[src/rtl/hamming_snapshot_tx.sv]
// hamming_snapshot_tx
//   Captures a snapshot of an external free-running counter whenever the
//   counting stage is switched off (falling edge of enable). It computes a
//   Hamming(7,4) parity triple for every 4-bit block of the snapshot and
//   streams a fixed-length frame of 16-bit words over a valid/ready
//   handshake:
//     word 0                  : {8'hA5, seq}
//     words 1 .. WIDTH/16     : snapshot, least-significant slice first
//     next PWORDS words       : parity, least-significant slice first,
//                               zero-padded above PARITY_BITS
//
// Ports
//   clk       rising-edge clock for all state
//   rst       synchronous, active-low reset
//   enable    counting-stage enable; its falling edge requests a snapshot
//   counter   live counter value (WIDTH bits)
//   clr_ovr   clears the sticky overrun flag
//   tx_ready  downstream accepts the current word
//   tx_valid  tx_data carries a frame word
//   tx_data   frame word (16 bits)
//   tx_last   final word of the frame
//   overrun   sticky; a snapshot request arrived while a frame was busy
//
// state | meaning
// ------+---------------------------------------------------------------
// IDLE  | waiting for a snapshot request; snapshot latched on the request
// LOAD  | parity computed from the latched snapshot, word index cleared
// SEND  | frame words presented; index advances on each accepted word
module hamming_snapshot_tx #(
  parameter int WIDTH       = 64,
  parameter int BLOCKS      = WIDTH / 4,
  parameter int PARITY_BITS = BLOCKS * 3,
  parameter int PWORDS      = (PARITY_BITS + 15) / 16
) (
  input  logic             clk,
  input  logic             rst,
  input  logic             enable,
  input  logic [WIDTH-1:0] counter,
  input  logic             clr_ovr,
  input  logic             tx_ready,
  output logic             tx_valid,
  output logic [15:0]      tx_data,
  output logic             tx_last,
  output logic             overrun
);

  localparam int CWORDS    = WIDTH / 16;
  localparam int FRAME_LEN = 1 + CWORDS + PWORDS;
  localparam int IDX_W     = $clog2(FRAME_LEN);
  localparam logic [IDX_W-1:0] LAST_IDX = IDX_W'(FRAME_LEN - 1);

  typedef enum logic [1:0] {
    IDLE = 2'd0,
    LOAD = 2'd1,
    SEND = 2'd2
  } state_t;

  state_t                 state_q, state_d;
  logic                   en_prev_q, en_prev_d;   // enable delayed one cycle
  logic [WIDTH-1:0]       snap_cnt_q, snap_cnt_d;
  logic [PARITY_BITS-1:0] parity_q, parity_d;
  logic [7:0]             seq_q, seq_d;
  logic [IDX_W-1:0]       idx_q, idx_d;
  logic                   overrun_q, overrun_d;

  logic                   req;
  logic                   drop;
  logic [16*PWORDS-1:0]   par_pad;
  logic [15:0]            frame_w [FRAME_LEN];

  // ------------------------------------------------------------------
  // State register
  // ------------------------------------------------------------------
  always_ff @(posedge clk) begin
    if (!rst) begin
      state_q    <= IDLE;
      en_prev_q  <= 1'b0;
      snap_cnt_q <= '0;
      parity_q   <= '0;
      seq_q      <= '0;
      idx_q      <= '0;
      overrun_q  <= 1'b0;
    end else begin
      state_q    <= state_d;
      en_prev_q  <= en_prev_d;
      snap_cnt_q <= snap_cnt_d;
      parity_q   <= parity_d;
      seq_q      <= seq_d;
      idx_q      <= idx_d;
      overrun_q  <= overrun_d;
    end
  end

  // ------------------------------------------------------------------
  // Next-state logic
  // ------------------------------------------------------------------
  always_comb begin
    state_d    = state_q;
    en_prev_d  = enable;
    snap_cnt_d = snap_cnt_q;
    parity_d   = parity_q;
    seq_d      = seq_q;
    idx_d      = idx_q;
    drop       = 1'b0;

    // en_prev_q is cleared by reset, so enable already low after release
    // cannot look like a falling edge.
    req = en_prev_q && !enable;

    case (state_q)
      IDLE: begin
        if (req) begin
          snap_cnt_d = counter;
          state_d    = LOAD;
        end
      end

      LOAD: begin
        for (int i = 0; i < BLOCKS; i++) begin
          parity_d[3*i+2] = snap_cnt_q[4*i] ^ snap_cnt_q[4*i+2] ^ snap_cnt_q[4*i+3];
          parity_d[3*i+1] = snap_cnt_q[4*i] ^ snap_cnt_q[4*i+1] ^ snap_cnt_q[4*i+3];
          parity_d[3*i]   = snap_cnt_q[4*i] ^ snap_cnt_q[4*i+1] ^ snap_cnt_q[4*i+2];
        end
        idx_d   = '0;
        state_d = SEND;
        drop    = req;
      end

      SEND: begin
        // A request on the very edge that accepts the last word is still
        // a drop: the FSM is busy until that edge has passed.
        drop = req;
        if (tx_ready) begin
          if (idx_q == LAST_IDX) begin
            state_d = IDLE;
            seq_d   = seq_q + 8'd1;
          end else begin
            idx_d = idx_q + 1'b1;
          end
        end
      end

      default: begin
        state_d = IDLE;
      end
    endcase

    // A drop wins over a simultaneous clear so no lost request goes unseen.
    if (drop) begin
      overrun_d = 1'b1;
    end else if (clr_ovr) begin
      overrun_d = 1'b0;
    end else begin
      overrun_d = overrun_q;
    end
  end

  // ------------------------------------------------------------------
  // Output decode (registered state only; tx_ready never reaches here)
  // ------------------------------------------------------------------
  always_comb begin
    par_pad                  = '0;
    par_pad[PARITY_BITS-1:0] = parity_q;

    for (int k = 0; k < FRAME_LEN; k++) begin
      frame_w[k] = '0;
    end
    frame_w[0] = {8'hA5, seq_q};
    for (int j = 0; j < CWORDS; j++) begin
      frame_w[1+j] = snap_cnt_q[16*j +: 16];
    end
    for (int j = 0; j < PWORDS; j++) begin
      frame_w[1+CWORDS+j] = par_pad[16*j +: 16];
    end

    tx_valid = (state_q == SEND);
    tx_last  = tx_valid && (idx_q == LAST_IDX);
    tx_data  = '0;
    if (tx_valid) begin
      for (int k = 0; k < FRAME_LEN; k++) begin
        if (idx_q == IDX_W'(k)) begin
          tx_data = frame_w[k];
        end
      end
    end
    overrun = overrun_q;
  end

endmodule

[config.mk]
export PLATFORM = sky130hd
export DESIGN_NAME = hamming_snapshot_tx
export DESIGN_NICKNAME = d
export VERILOG_FILES = /design/src/rtl/hamming_snapshot_tx.sv
export SDC_FILE = /design/constraint.sdc
export NUM_CORES = 1
export LEC_CHECK = 0
export CAP_MARGIN = 20
export CORE_AREA = 2 2 134 136
export CTS_CLUSTER_DIAMETER = 80
export CTS_CLUSTER_SIZE = 20
export DETAILED_ROUTE_END_ITERATION = 10
export DIE_AREA = 0 0 136 138
export GPL_TIMING_DRIVEN = 0
export PLACE_DENSITY = 0.66
export SETUP_SLACK_MARGIN = 0.1
export SYNTH_ARGS = -nofsm -noshare
export SYNTH_HDL_FRONTEND = slang
export SYNTH_SLANG_ARGS = --single-unit
export TNS_END_PERCENT = 100
[constraint.sdc]
create_clock -name clk -period 4.7 [get_ports clk]
set_input_delay 0.94 -clock clk [delete_from_list [all_inputs] [get_ports clk]]
set_output_delay 0.94 -clock clk [all_outputs]
set_load 0.02 [all_outputs]
==> Word-level counts from Yosys, hierarchy flattened <==
Index checks and enable logic that the tools add are counted.
{ "op_classes": {"muxes": 19, "eq_ne": 13, "addsub": 2, "mul": 0, "order_cmp": 0, "shift": 0, "div_mod_pow": 0, "n_bitwise": 80, "n_reduce_logical": 12} }
{ "op_table": {"columns": ["cell", "n"], "rows": [
  ["16-bit 2-to-1 mux", 9],
  ["1-bit bitwise XOR", 80],
  ["3-bit == test, second input constant", 4],
  ["3-bit AND reduction", 3],
  ["8-bit by 1-bit adder with 8-bit output, second input constant", 1],
  ["3-bit by 2-bit == test with 1-bit output, second input constant", 2],
  ["2-bit 2-to-1 mux", 3],
  ["3-bit 2-to-1 mux", 2],
  ["2-bit inequality test, second input constant", 3],
  ["2-bit case mux with 3 select lines", 1],
  ["3-bit case mux with 2 select lines", 1],
  ["2-bit nonzero test", 2],
  ["3-bit by 1-bit adder with 3-bit output, second input constant", 1],
  ["3-bit by 1-bit == test with 1-bit output, second input constant", 1],
  ["3-bit zero test", 1],
  ["1-bit 2-to-1 mux", 3],
  ["2-bit by 1-bit == test with 1-bit output, second input constant", 1],
  ["2-bit == test, second input constant", 1],
  ["1-bit logical AND", 2],
  ["2-bit zero test", 1],
  ["2-bit by 1-bit inequality test with 1-bit output, second input constant", 1],
  ["2-bit AND reduction", 1],
  ["2-bit OR reduction", 1],
  ["1-bit zero test", 1]
]} }
{ "totals": {"in_bits": 69, "latchBits": 0, "ff_bits": 127, "mem_bits_ro": 0, "ram_bits": 0, "word_cells": 133, "n_memories": 0} }

==> Longest topological paths before layout <==
Gate-level depths: netlist (run 1).
{ "logic_depth": {"ltp_word": 10, "ltp_mapped": 9} }

==> Least setup slack after synthesis (run 1) <==
Ideal clock, no wire load.
{ "synth_timing": {"path_type": "reg2out", "from": "reg idx_q[2]", "to": "out tx_data[7]", "arrival_ns": 1.905, "slack_ns": 1.855, "stages_incl_launch_ff": 8, "path_buffers": 3, "path_cell_list": "dfxtp_1 buf_6 inv_1 clkbuf_1 ha_1 clkbuf_1 a32oi_1 a22oi_1"} }
{ "synth_via": {"elab_chain_len": 10} }
{ "synth_rtl": {"columns": ["element", "line_no", "source"], "rows": [
  ["start, declared", "63", "logic [IDX_W-1:0] idx_q, idx_d;"],
  ["start signal, assigned", "89", "idx_q <= idx_d;"],
  ["3-bit zero test", "181", "if (idx_q == IDX_W'(k)) begin"],
  ["16-bit 2-to-1 mux (7 in series)", "181", null],
  ["16-bit 2-to-1 mux (*)", "181", null],
  ["16-bit 2-to-1 mux (*)", "179", "if (tx_valid) begin"],
  ["end, declared", "42", "output logic [15:0] tx_data,"]
]} }
Mark *: on every way between the ends. The rest lies on a longest branch, timed or not.

==> Worst setup path after layout (run 1) <==
Same ends and word-level chain as after synthesis.

==> metrics.md, run 1 <==
| Metric | Value |
|---|---|
| Result of the run | `finished, final reports clean` |
| Number of buffers added to fix hold violations after cts | `0` |
| First-iteration detailed-routing DRC count | `386` |
| Final standard cell utilization of the core | `48.75%` |
| Filler cell count in the final layout | `1,742` |
| Placed wire-length estimate | `15.32 mm` |
| Row count | `between 40 and 50` |
| Global-route wire length before repair | `about 31 mm` |
| Total die area | `18,770 um^2` |
| Final Worst Setup Slack | `roughly 0.34 ns` |
| Met3 usage in global routing | `under 10%` |
| Tot Pwr | `2.750 mW` |
| Peak clock frequency supported by timing | `~230 MHz` |
| TritonCTS clock tree | `done` |
| Final number of max-transition violations | `0` |
| Post-Place Worst Slack | `0.8557 ns` |
| Most numerous cell on the critical path | `clkbuf_1` |
| Hold crit path type | `reg -> reg` |
| Critical path data arrival time | `between 3 and 4 ns` |
| Slew at the pin closest to its max-slew limit | `0.6185 ns` |
| Area fraction of the dominant cell type after synthesis | `between 30% and 40%` |
| Maximum VDD drop | `~0.22 mV` |
| DIE HEIGHT | `138 um` |
| Nets | `960` |
| Post-route clock skew | `about 0.0052 ns` |
| Synth top cells by count | `nand2_1 (162), dfxtp_1 (127), xnor2_1 (84)` |
| Ratio of cells with drive above 1 in the final layout | `7.727%` |
| Initial antenna violation count | `0` |
| Register area share after synthesis | `37.49%` |
| Cell chain of the critical path | `buf_6, inv_1, clkbuf_1, ha_1, clkbuf_1, a32oi_1, a22oi_1, clkdlybuf4s50_1` |
| Routed via count divided by cell count | `about 5.2` |
| Detail-routed net length per standard cell | `18.02 um` |
| Number of port buffers | `86` |
| Kind of cell adding the most delay to the critical path | `buffers and inverters` |
| I/O pin total | `a little under 90` |
| Required time at the endpoint of the critical path | `3.76 ns` |
| Number of buffers added by the clock tree synthesis step | `17` |
| Slowest cell on the critical path | `clkdlybuf4s50_1` |
| Die W | `~140 um` |
| Setup repair after global routing missed its margin | `no` |
| Worst max-slew margin expressed relative to the limit | `58.77%` |
| Design Area, Final | `8548 um^2` |
| Number of flops mapped to enable cells by yosys | `0` |
| Root cell of the clock tree | `clkbuf_16` |
| Setup CP Type | `reg -> out` |
| Number of synthesized register bits | `127` |
| Number of DRC violations after detailed routing | `0` |
| Distinct cell type count of the synthesized netlist | `47` |
| Critical Path Sink Type | `output port` |
| Average cell area after synthesis | `8.750 um^2` |
| Remaining global-route overflow | `0` |
| Crit share post-route | `92.69%` |
| CTS-repair resized insts | `0` |
| Clk sink count | `127` |
| Final count of hold timing violations | `0` |
| Maximum number of pins on one net before global-route repair | `17` |
| P&R area growth vs syn | `26.05%` |
| Clock transition at the register clock pins on the worst setup and hold paths after CTS | `0.06 ns` |
| Crit path time final | `4.356 ns` |
| Final RePlAce weighted congestion | `roughly 0.99` |
| Synth Instances | `just under 800` |
| Tot GR Track Use | `22.29%` |
| P per Cell Area | `between 300 and 400 nW/um^2` |
| Prevailing post-synth register cell | `dfxtp_1` |
| Startpoint types | `flop` |
| Bufs and invs on worst path | `5` |
| Mapped Nets | `between 800 and 900` |
| Maximum fanout along the worst path | `10` |
| Largest area contributor in the synthesized netlist | `dfxtp_1` |
| Sum of routed wire length over all layers | `approximately 20 mm` |
| Number of optimization iterations in the first detailed-route pass | `7` |
| LEAKAGE | `2.785 nW` |
| Final ANT Viol Nets | `0` |
| Met2 usage in global routing | `34.33%` |
| Via count of the routed design | `5,871` |
| Via count of the first global-routing pass | `5,767` |
| Most used routing layer in global routing | `met2` |
| Slowest Stage Delay on Critical Path | `about 0.65 ns` |
| Diodes inserted | `0` |
| Number of warnings issued by yosys | `0` |
| Final setup TNS | `0 ns` |
| Instance area at placement | `7929 um^2` |
| Share of synthesized flip-flops with an asynchronous set or reset | `0%` |
| Endpoints failing setup | `0` |
| Post-CTS setup buffers | `0` |
| Most numerous cell in the Yosys netlist | `nand2_1` |
| GR Util met1 | `between 20% and 30%` |
| Leading post-synthesis cells by cell area | `dfxtp_1 (37%), xnor2_1 (11%), nand2_1 (9.0%)` |
| Count of maximum capacitance violations | `0` |
| Worst-skew pair later-pin latency | `roughly 0.42 ns` |
| CTS HTree Levels | `4` |
| Starting Density | `38.68%` |
| Standard cell core area | `17,530 um^2` |
| Syn Std Cell Area | `6782 um^2` |
| Buffer levels on the longest clock path | `2` |
cell type report:
| cell class | instances | area, um^2 | share of cell area, % |
|---|---|---|---|
| plain buffers | 53 | 257.7 | 3.015 |
| clock buffers | 19 | 452.9 | 5.299 |
| clock inverters | 13 | 163.9 | 1.917 |
| inverters | 8 | 30.03 | 0.3513 |
| multi-input cells | 587 | 3954 | 46.25 |
| flip-flops and latches | 127 | 2542 | 29.74 |
| well taps | 229 | 286.5 | 3.352 |
| repair buffers | 86 | 860.8 | 10.07 |
flip-flops by register name (all words and copies together), names as in the netlist:
register / flops
seq_q: 8
snap_cnt_q: 64
idx_q: 3
en_prev_q: 1
state_q: 2
par_pad: 48
overrun: 1
metrics by stage:
step	hold WS (ns)	std cells
2_1_floorplan	0.4582	775
3_3_place_gp	0.4931	1090
3_5_place_dp	0.5030	1090
5_1_grt	0.5325	1122
6_report	0.5039	1122
4_1_cts	0.5115	1122
where the power goes:
| group | internal [mW] | leakage [nW] | total, mW | switching (mW) |
|---|---|---|---|---|
| sequential | 1.10 | 1.03 | 1.14 | 0.0380 |
| combinational | 0.140 | 1.47 | 0.247 | 0.107 |
| clock | 0.861 | 0.287 | 1.36 | 0.500 |
kinds of logic (layout without fill, tap and decap cells):
kind of cell / Yosys count / count (layout) / share of synthesized area [%]
muxes: 49 / 49 / 7.232
and+or+nand+nor: 258 / 258 / 18.08
AOI/OAI and AO/OA: 183 / 183 / 19.82
buffers and inverters: 61 / 179 / 4.244
DFF: 127 / 127 / 37.49
xor gates and xnor gates: 86 / 86 / 11.11
adders and majority gates: 11 / 11 / 2.029
path summary, 6_finish.rpt:
check / startpoint / end / slack, ns / cells after the start
max: idx_q[2] / tx_data[7] / 0.34 / 8
min: snap_cnt_q[5] / snap_cnt_q[5] / 0.50 / 2
max reg2reg: state_q[1] / par_pad[40] / 2.80 / 7
min reg2reg: snap_cnt_q[5] / snap_cnt_q[5] / 0.50 / 2
metal layers:
layer	vias up	routed length [um]
li1	2880	-
met1	2756	8991
met2	198	9161
met3	37	1379
met4	0	681
met5	-	0
layout by cell type, fill, tap and decap left out, types with 4 or more instances in the layout:
cell             instances
clkdlybuf4s50_1         86
o21ai_0                 25
nand2_1                162
a31oi_1                  5
and2_1                  13
a211oi_1                 4
clkbuf_16               17
a21o_1                   4
a22o_1                   5
o21ai_1                 19
ha_1                    11
a21oi_1                  4
o221a_1                  9
a32oi_1                  5
a222oi_1                 7
o21ai_2                  6
dfxtp_1                127
mux2i_1                 49
a221oi_1                14
a21boi_1                26
inv_1                    7
xnor2_1                 84
nor2b_1                 54
clkinvlp_4               5
buf_2                   20
nand3_1                 13
clkbuf_1                27
a21boi_0                42
worst register-to-register path: cells and delay by family (launching register included):
| kind | cells | cell delay [ns] |
|---|---|---|
| buf+inv | 4 | 1.06 |
| fa+ha+maj | 1 | 0.15 |
| simple gates | 1 | 0.07 |
| flops | 1 | 0.32 |
| mux | 1 | 0.21 |
No activity file was read; power rests on OpenSTA's default activity.
==> run 2, diff against run 1 <==
--- a/config.mk
+++ b/config.mk
@@ -12,7 +12,6 @@
 export DETAILED_ROUTE_END_ITERATION = 10
 export DIE_AREA = 0 0 136 138
 export GPL_TIMING_DRIVEN = 0
-export PLACE_DENSITY = 0.66
 export SETUP_SLACK_MARGIN = 0.1
 export SYNTH_ARGS = -nofsm -noshare
 export SYNTH_HDL_FRONTEND = slang
==> constraint.sdc (replaced) <==
create_clock -name clk -period 4.8 [get_ports clk]
set_input_delay 0.96 -clock clk [delete_from_list [all_inputs] [get_ports clk]]
set_output_delay 0.96 -clock clk [all_outputs]
set_load 0.02 [all_outputs]
==> run 2 against run 1 <==
  * Routed wire length is 3.0% higher
  * Power is 3.2% lower
  * Critical path depth up 1
  * Count of clock-buffer cells in the layout is 3 higher
  * Register-to-register slack better by 0.03 ns
  * Die area is the same
  * First-iteration DRC count grew 1.0%
  * Cell area decreased by 0.29%
  * Combinational power hardly changed
  * Worst setup slack improved by 0.012 ns
  * Flip-flop and latch count stayed put
  * Hold slack lost 0.0029 ns
  * Critical path type unchanged
==> metrics.md, run 2 (synthesized netlist as in run 1, its figures left out) <==
| Metric | Value |
|---|---|
| Result of the run | `finished, final reports clean` |
| Clock group share of total power | `48.8% (-0.7 points)` |
| I/O pin total | `88 (unchanged)` |
| Root cell of the clock tree | `clkbuf_16` |
| Via count of the first global-routing pass | `5,789 (+0.38%)` |
| Hold path start | `snap_cnt_q[3]` |
| Sum of routed wire length over all layers | `20.81 mm (+3.0%)` |
| Post-CTS setup buffers | `0 (unchanged)` |
| TritonCTS clock tree | `done` |
| Maximum VDD drop | `0.2394 mV (+6.7%)` |
| Number of buffers added to fix hold violations after cts | `0 (unchanged)` |
| Placed wire-length estimate | `15.72 mm (+2.6%)` |
| Final number of max-transition violations | `0 (unchanged)` |
| Most frequent cells in the layout | `nand2_1 (162), dfxtp_1 (127), clkdlybuf4s50_1 (86)` |
| Starting Density | `38.68% (unchanged)` |
| Proportion of power drawn by combinational gates | `9.2% (+0.2 points)` |
| Switching part of the total | `23.65% (+0.19 points)` |
| Slew at the pin closest to its max-slew limit | `0.7365 ns (+0.1180 ns)` |
| Final ANT Viol Nets | `0 (unchanged)` |
| Hold crit path type | `reg -> reg` |
| Worst flop-to-flop path startpoint | `state_q[1]` |
| Flop pwr share | `42.0% (+0.5 points)` |
| Post-Layout Cell Count | `1,122 (unchanged)` |
| P per Cell Area | `312.4 nW/um^2 (-2.9%)` |
| Crit Reg-Reg Endpoint | `par_pad[41]` |
| Standard cell core area | `17,530 um^2 (unchanged)` |
| Final setup TNS | `0 ns (unchanged)` |
| Required time at the endpoint of the critical path | `3.84 ns (+0.08 ns)` |
| Critical path data arrival time | `3.48 ns (+0.06 ns)` |
| Global-route wire length before repair | `31.96 mm (+1.6%)` |
| Buffer levels on the longest clock path | `2 (unchanged)` |
| Startpoint types | `flop` |
| DIE HEIGHT | `138 um (unchanged)` |
| Critical Path Sink Type | `output port` |
| Tot GR Track Use | `22.60% (+0.31 points)` |
| Clock transition at the register clock pins on the worst setup and hold paths after CTS | `0.06 ns (about the same)` |
| Routed via count divided by cell count | `5.188 (-0.85%)` |
| Final count of hold timing violations | `0 (unchanged)` |
| Power Internal | `2.033 mW (-3.4%)` |
| Worst max-slew margin expressed relative to the limit | `50.90% (-7.9 points)` |
| Initial antenna violation count | `0 (unchanged)` |
| Nets | `960 (unchanged)` |
| Post-route clock skew | `0.007218 ns (+0.001993 ns)` |
| Most common library cell in the layout ignoring fill and taps | `nand2_1` |
| Filler cell count in the final layout | `1,813 (+4.1%)` |
| Number of port buffers | `86 (unchanged)` |
| Count of placed standard cells including taps | `1,090 (unchanged)` |
| Maximum number of pins on one net before global-route repair | `17 (unchanged)` |
| Depth of the worst register-to-register path | `7 (unchanged)` |
| Clk sink count | `127 (unchanged)` |
| Final RePlAce weighted congestion | `1.001 (+1.5%)` |
| Remaining global-route overflow | `0 (unchanged)` |
| Peak clock frequency supported by timing | `225.0 MHz` |
| Row count | `49 (unchanged)` |
| Worst-skew pair later-pin latency | `0.43 ns (about the same)` |
| Setup CP Type | `reg -> out` |
| Count of maximum capacitance violations | `0 (unchanged)` |
| Die W | `136 um (unchanged)` |
| Detail-routed net length per standard cell | `18.55 um (+3.0%)` |
| Endpoints failing setup | `0 (unchanged)` |
| CTS HTree Levels | `4 (unchanged)` |
| Number of DRC violations after detailed routing | `0 (unchanged)` |
| First-iteration detailed-routing DRC count | `390 (+1.0%)` |
| Number of buffers added by the clock tree synthesis step | `17 (unchanged)` |
| Number of optimization iterations in the first detailed-route pass | `8 (+1)` |
| LEAKAGE | `2.780 nW (-0.15%)` |
| Number of flip-flops in the largest register | `64 (unchanged)` |
| Maximum fanout along the worst path | `10 (unchanged)` |
| Net Switching | `629.8 uW (-2.4%)` |
| Worst Hold Depth | `2 (unchanged)` |
| CTS-repair resized insts | `0 (unchanged)` |
| Flop2flop setup slack | `2.83 ns (+0.03 ns)` |
| Ratio of cells with drive above 1 in the final layout | `7.503% (-0.22 points)` |
| Setup repair after global routing missed its margin | `no` |
| Crit path time final | `around 4.4 ns` |
| Reg with most FFs | `snap_cnt_q` |
| Diodes inserted | `0 (unchanged)` |
| Crit share post-route | `92.60%` |
| P&R area growth vs syn | `25.68%` |
| Total die area | `18,770 um^2 (unchanged)` |
| Endpoint of the worst hold path | `snap_cnt_q[3]` |
| Via count of the routed design | `5,821 (-0.85%)` |
==> run 2: cell types whose count changed in the layout (fill, tap and decap cells not counted), sizes merged <==
| cell | delta |
|---|---|
| clkinvlp | -1 |
| bufinv | -1 |
| clkinv | -1 |
| clkbuf | +3 |
==> run 2: worst max-delay path by stage <==
stage                     slack, ns          end     start  cells past startpoint
after detailed placement       0.92  tx_data[10]  idx_q[2]                      9
after global placement         0.94  tx_data[10]  idx_q[2]                      9
after global routing           0.22  tx_data[10]  idx_q[2]                      9
after floorplan                1.94   tx_data[7]  idx_q[2]                      7
final                          0.36  tx_data[10]  idx_q[2]                      9
after CTS                      0.45  tx_data[10]  idx_q[2]                      9
==> run 2: power groups by stage <==
| stage | sequential, mW | clock, mW | combinational [mW] |
|---|---|---|---|
| 2_1_floorplan | 1.12 | 0 | 0.151 |
| 3_3_place_gp | 1.14 | 0 | 0.244 |
| 3_5_place_dp | 1.14 | 0 | 0.245 |
| 4_1_cts | 1.12 | 1.32 | 0.246 |
| 5_1_grt | 1.12 | 1.37 | 0.267 |
| 6_report | 1.12 | 1.30 | 0.245 |
==> run 2: worst max-delay path, cell delays in order (launching register included) <==
cell and delay, ns:
dfxtp_1 0.35, buf_6 0.17, inv_1 0.09, clkbuf_1 0.28
ha_1 0.40, nor2_1 0.49, o21ai_0 0.23, o21ai_1 0.26
a22o_1 0.19, clkdlybuf4s50_1 0.61
==> run 2: per-layer routing <==
metal | routed length (um) | up-vias | track usage (%)
met5 | 0 | - | 0
met4 | 459 | 0 | 7.730
met3 | 1152 | 25 | 4.877
met2 | 9214 | 181 | 34.99
met1 | 9986 | 2744 | 31.09
li1 | - | 2871 | -
==> run 2: area by class of cell <==
class | instances | area [um^2] | share of cell area [%]
Buffer | 53 | 257.7 | 3.024
Clock buffer | 22 | 484.2 | 5.681
Clock inverter | 10 | 110.1 | 1.292
Inverter | 8 | 30.03 | 0.3523
Multi-Input combinational cell | 587 | 3951 | 46.36
Sequential cell | 127 | 2542 | 29.83
Tap cell | 229 | 286.5 | 3.362
Timing Repair Buffer | 86 | 860.8 | 10.10
==> run 2: metrics by stage <==
step                hold WS [ns]  worst slack [ns]  utilization (%)  instance area, um^2  total power, mW
finish                    0.5010            0.3554            48.61                 8523            2.663
global route              0.5387            0.2186            48.61                 8523            2.759
CTS                       0.5099            0.4476            48.61                 8523            2.686
detailed placement        0.5023            0.9214            45.22                 7929            1.385
global placement          0.4931            0.9418            45.22                 7929            1.384
floorplan                 0.4582             1.935                -                 6782            1.276
==> run 3, diff against run 2 <==
--- a/config.mk
+++ b/config.mk
@@ -6,11 +6,11 @@
 export NUM_CORES = 1
 export LEC_CHECK = 0
 export CAP_MARGIN = 20
-export CORE_AREA = 2 2 134 136
+export CORE_AREA = 3 3 135 137
 export CTS_CLUSTER_DIAMETER = 80
 export CTS_CLUSTER_SIZE = 20
 export DETAILED_ROUTE_END_ITERATION = 10
-export DIE_AREA = 0 0 136 138
+export DIE_AREA = 0 0 138 140
 export GPL_TIMING_DRIVEN = 0
 export SETUP_SLACK_MARGIN = 0.1
 export SYNTH_ARGS = -nofsm -noshare
==> run 3 against run 2 <==
  * Maximum frequency increased by 2.3%
  * Global-route usage fell by 1.3 points
  * Combinational power barely moved
  * Clock power is 8% lower
  * Register-to-register slack better by 0.02 ns
  * Cell count shrank 0.36%
  * Critical path type unchanged
==> metrics.md, run 3 (synthesized netlist as in run 1, its figures left out) <==
| Metric | Value |
|---|---|
| Hold crit path type | `reg -> reg` |
| Slowest cell on the critical path | `clkdlybuf4s50_1` |
| LEAKAGE | `2.765 nW (-0.57%)` |
| CTS-repair resized insts | `0 (unchanged)` |
| DIE HEIGHT | `140 um (+1.4%)` |
| Worst max-slew margin expressed relative to the limit | `59.50% (+8.6 points)` |
| Maximum number of pins on one net before global-route repair | `17 (unchanged)` |
| Worst-skew pair later-pin latency | `0.42 ns (about the same)` |
| Instance area at placement | `7924 um^2 (about the same)` |
| Crit share post-route | `90.53% (-2.1 points)` |
| TritonCTS clock tree | `done` |
| Clk sink count | `127 (unchanged)` |
| Filler cell count in the final layout | `1,756 (-3.1%)` |
| Kind of cell adding the most delay to the critical path | `buffers and inverters` |
| Number of buffers added by the clock tree synthesis step | `17 (unchanged)` |
| Placed wire-length estimate | `15.61 mm (-0.69%)` |
| P&R area growth vs syn | `24.91%` |
| Endpoints failing setup | `0 (unchanged)` |
| CTS HTree Levels | `4 (unchanged)` |
| Standard cell core area | `17,180 um^2 (-2.0%)` |
| Final ANT Viol Nets | `0 (unchanged)` |
| Final standard cell utilization of the core | `49.32% (+0.71 points)` |
| Critical Path Sink Type | `output port` |
| Final setup TNS | `0 ns (unchanged)` |
| Reg with most FFs | `snap_cnt_q` |
| Flop pwr share | `43.8% (+1.8 points)` |
| Peak clock frequency supported by timing | `230.1 MHz (+2.3%)` |
| I/O pin total | `88 (unchanged)` |
| Clock transition at the register clock pins on the worst setup and hold paths after CTS | `0.06 ns (about the same)` |
| Critical path data arrival time | `3.39 ns (-0.09 ns)` |
| Design Area, Final | `8471 um^2 (-0.62%)` |
| Switching part of the total | `22.95% (-0.70 points)` |
| Via count of the first global-routing pass | `5,588 (-3.5%)` |
| Post-route clock skew | `0.006040 ns (-0.001178 ns)` |
| Proportion of power drawn by combinational gates | `9.5% (+0.3 points)` |
| Number of flip-flops in the largest register | `64 (unchanged)` |
| Most frequent cells in the layout | `nand2_1 (162), dfxtp_1 (127), clkdlybuf4s50_1 (86)` |
| Setup repair after global routing missed its margin | `no` |
| Setup CP Type | `reg -> out` |
| Starting Density | `39.48% (+0.81 points)` |
| Row count | `48 (-2.0%)` |
| Multi-input gate area in the final layout | `3951 um^2 (unchanged)` |
| Buffer levels on the longest clock path | `2 (unchanged)` |
| First-iteration detailed-routing DRC count | `417 (+6.9%)` |
| Bufs and invs on worst path | `4 (unchanged)` |
| Tot GR Track Use | `21.33% (-1.3 points)` |
| Number of optimization iterations in the first detailed-route pass | `6 (-2)` |
| Count of maximum capacitance violations | `0 (unchanged)` |
| Remaining global-route overflow | `0 (unchanged)` |
| Root cell of the clock tree | `clkbuf_16` |
| Most common library cell in the layout ignoring fill and taps | `nand2_1` |
| Maximum VDD drop | `0.2547 mV (+6.4%)` |
| Number of buffers added to fix hold violations after cts | `0 (unchanged)` |
| Total die area | `19,320 um^2 (+2.9%)` |
| Slowest Stage Delay on Critical Path | `0.61 ns (about the same)` |
| Final RePlAce weighted congestion | `0.9341 (-6.7%)` |
| Detail-routed net length per standard cell | `18.28 um (-1.5%)` |
| Startpoint types | `flop` |
| Result of the run | `finished, final reports clean` |
| FF/Latch Area | `2542 um^2 (unchanged)` |
| Routed via count divided by cell count | `5.149 (-0.75%)` |
| Die W | `138 um (+1.5%)` |
| Crit path time final | `4.346 ns (-0.09903 ns)` |
| Net Switching | `586.2 uW (-6.9%)` |
| Clock group share of total power | `46.7% (-2.1 points)` |
| Post-CTS setup buffers | `0 (unchanged)` |
| Cell chain of the critical path | `buf_6, inv_1, clkbuf_1, ha_1, nor2_1, o21ai_0, o21ai_1, a22o_1, clkdlybuf4s50_1` |
| Global-route wire length before repair | `31.88 mm (-0.24%)` |
| Number of port buffers | `86 (unchanged)` |
| Diodes inserted | `0 (unchanged)` |
| Power Internal | `1.967 mW (-3.2%)` |
| Initial antenna violation count | `0 (unchanged)` |
| Final number of max-transition violations | `0 (unchanged)` |
| Maximum fanout along the worst path | `10 (unchanged)` |
| Slew at the pin closest to its max-slew limit | `0.6060 ns (-0.1305 ns)` |
| Final count of hold timing violations | `0 (unchanged)` |
| Tot Pwr | `2.554 mW (-4.1%)` |
| Ratio of cells with drive above 1 in the final layout | `6.943% (-0.56 points)` |
| Nets | `960 (unchanged)` |
| Via count of the routed design | `5,757 (-1.1%)` |
| Sum of routed wire length over all layers | `20.43 mm (-1.8%)` |
| P per Cell Area | `301.5 nW/um^2 (-3.5%)` |
| Required time at the endpoint of the critical path | `3.84 ns (about the same)` |
| Number of DRC violations after detailed routing | `0 (unchanged)` |
-- run 3: layer usage --
| layer | vias up | wire (um) | global-route usage, % | part of all wire, % |
|---|---|---|---|---|
| li1 | 2871 | - | - | - |
| met1 | 2664 | 9737 | 30.16 | 48 |
| met2 | 186 | 8907 | 32.30 | 44 |
| met3 | 36 | 1165 | 3.824 | 5.7 |
| met4 | 0 | 623 | 8.476 | 3.0 |
| met5 | - | 0 | 0 | 0 |
-- run 3: tightest hold or removal path, stage by stage, from the launching register on --
cell and delay (ns):
dfxtp_1 0.34, nand2_1 0.06, a21boi_1 0.05
-- run 3: worst paths after layout --
path / start / to / slack [ns] / cells after the start
setup / recovery: idx_q[2] / tx_data[13] / 0.45 / 9
hold / removal: snap_cnt_q[3] / snap_cnt_q[3] / 0.50 / 2
setup reg to reg: state_q[1] / par_pad[42] / 2.85 / 7
hold reg to reg: snap_cnt_q[3] / snap_cnt_q[3] / 0.50 / 2
-- run 3: cell type report --
cell class              count  area share (%)
plain buffers              53           3.043
clock buffers              26           5.775
clock inverters             6          0.6795
inverters                   8          0.3545
multi-input cells         587           46.65
flip-flops and latches    127           30.01
well taps                 225           3.323
repair buffers             86           10.16
-- run 3: power groups by stage --
stage | registers (mW) | logic, mW | clock network, mW
2_1_floorplan | 1.12 | 0.151 | 0
3_3_place_gp | 1.14 | 0.243 | 0
3_5_place_dp | 1.14 | 0.244 | 0
4_1_cts | 1.12 | 0.246 | 1.21
5_1_grt | 1.12 | 0.267 | 1.26
6_report | 1.12 | 0.243 | 1.19
-- run 3: per-stage QoR --
step	setup slack, ns	hold slack, ns	std cells
after global placement	0.9227	0.4902	1086
after floorplan	1.935	0.4582	775
after global routing	0.3036	0.5275	1118
final	0.4544	0.4969	1118
after CTS	0.4882	0.5023	1118
after detailed placement	0.9387	0.4945	1086
==> RTL edit, RTL diff (config.mk and constraints of run 3) <==
Change the parameter `WIDTH` from 64 to 32.
--- a/src/rtl/hamming_snapshot_tx.sv
+++ b/src/rtl/hamming_snapshot_tx.sv
@@ -27,7 +27,7 @@
 // LOAD  | parity computed from the latched snapshot, word index cleared
 // SEND  | frame words presented; index advances on each accepted word
 module hamming_snapshot_tx #(
-  parameter int WIDTH       = 64,
+  parameter int WIDTH       = 32,
   parameter int BLOCKS      = WIDTH / 4,
   parameter int PARITY_BITS = BLOCKS * 3,
   parameter int PWORDS      = (PARITY_BITS + 15) / 16
Ports: changed (resized counter); port bits go from 88 to 56. The function was not compared with the original's and may differ.
==> RTL edit against run 3 <==
Sequential share of layout area shrank 1.2 points; worst hold slack lost 0.016 ns; setup slack gained 0.32 ns; wire length shrank 45%; sequential power shrank 40%; via count shrank 40%; area after synthesis shrank 44%; cell count shrank 32%; total power shrank 34%; cell area shrank 42%; sequential cell count shrank 56.
==> RTL edit: results (changes against run 3) <==
* GR Overflow Total at 0 (unchanged)
* Drt pass-1 iters at 5 (-1)
* Layout cells sized above 1 at 0.0578 (-0.0116)
* Clock transition at path regs at 0.06 ns (about the same)
* Dpl hpwl at 8560 um (-45%)
* Post-CTS Setup Bufs at 0 (unchanged)
* Clock root buffer: clkbuf_16
* # diodes at 0 (unchanged)
* Clock share of power at 0.402 (-0.065)
* Flop2flop setup slack at 2.93 ns (+0.08 ns)
* Comb pwr at 335 uW (+38%)
* Synth cell types at 40 (-15%)
* Largest cells by area after synthesis: dfxtp_1 37%, nand2_1 10%, nand3b_1 7.3%
* Worst hold slack at 0.481 ns (-0.0163 ns)
* Setup TNS at 0 ns (unchanged)
* Largest net degree at the start of global routing at 14 (-3)
* Endpoint arrival time on the critical path at 3.07 ns (-0.32 ns)
* Largest regs: snap_cnt_q: 32 flops, parity_q: 24 flops, seq_q: 8 flops
* Pint at 1.19 mW (-39%)
* # fillers at 1,882 (+7.2%)
* Crit path largest cell delay at 0.70 ns (+0.09 ns)
* Synthesized Nets at 513 (-40%)
* Sequential area share after synthesis at 0.374 (-0.00110)
* WL per Instance at 14.8 um (-19%)
* Max IR drop VDD at 0.159 mV (-38%)
* # resized after CTS at 0 (unchanged)
* Fin. Hold Viols at 0 (unchanged)
* Skew-Pair Late Insertion Delay at 0.35 ns (-0.07 ns)
* Global-route wire length before repair at 18,300 um (-43%)
* Longest Clk Path Bufs at 2 (unchanged)
* Initial antenna violation count at 0 (unchanged)
* GPL Wtd Cong at 0.883 (-5.4%)
* Ys flop type: dfxtp_1
* F_max at 0.248 GHz (+7.9%)
* Post-Place Setup Slack at 1.16 ns (+0.218 ns)
* Clock skew at 0.0107 ns (+0.00468 ns)
* CP max-delay cell: clkdlybuf4s50_1
* Hold_buf cts at 0 (unchanged)
* Worst Path Max Fanout at 10 (unchanged)
* Status: completed
* Total track usage at 0.119 (-0.0941)
* Slew @ Worst Pin at 0.637 ns (+0.0306 ns)
* Vias per cell at 4.51 (-12%)
* Worst min path class: reg -> reg
* CP top delay family: buffers and inverters
* H-tree Lvls at 3 (-1)
* Layout net count at 579 (-40%)
* Port bufs at 55 (-36%)
* DR iter-0 viols at 236 (-43%)
* CTS buffer count at 9 (-8)
* Leak at 1.59 nW (-42%)
* Top post-synthesis cells by count: 101 x nand2_1, 71 x dfxtp_1, 53 x a21oi_1
==> RTL edit: worst min-delay path: cells and delay by family (launching register included) <==
family / cells / cell delay (ns)
DFF: 1 / 0.32
and+or+nand+nor: 1 / 0.06
muxes: 1 / 0.05
==> RTL edit: kinds of logic after synthesis <==
group	after synthesis	share of synthesized area
buffers and inverters	43	0.0484
multiplexers	12	0.0329
AO/OA/AOI/OAI	113	0.179
AND/OR/NAND/NOR	174	0.236
flip-flops	71	0.374
XOR/XNOR	41	0.0944
adder cells (fa/ha/maj)	11	0.0362
==> RTL edit: cell type report <==
type	instances	area share
clock buffer	10	0.0464
multi-input combinational	351	0.445
clock inverter	6	0.0140
timing repair buffer	55	0.112
sequential	71	0.288
buffer	34	0.0304
tap	225	0.0571
inverter	9	0.00685
==> RTL edit: routing by layer <==
metal / GRT usage / part of all wire / vias up
li1: - / - / 1741
met2: 0.190 / 0.46 / 67
met1: 0.152 / 0.47 / 1605
met5: 0 / 0 / -
met3: 0.0386 / 0.049 / 17
met4: 0.0426 / 0.025 / 0
==> RTL edit: metrics by stage <==
step | total power [mW] | instance area, um^2 | cells
3_5_place_dp | 1.02 | 4630 | 745
4_1_cts | 1.70 | 4930 | 761
5_1_grt | 1.77 | 4930 | 761
6_report | 1.69 | 4930 | 761
2_1_floorplan | 0.896 | 3800 | 465
3_3_place_gp | 1.02 | 4630 | 745
==> RTL edit: path summary, 6_finish.rpt <==
| check | startpoint | end | cells past startpoint |
|---|---|---|---|
| worst min register to register | state_q[1] | state_q[1] | 2 |
| worst max-delay path | idx_q[0] | tx_data[7] | 7 |
| worst max register to register | state_q[1] | snap_cnt_q[30] | 7 |
| worst min-delay path | state_q[1] | state_q[1] | 2 |
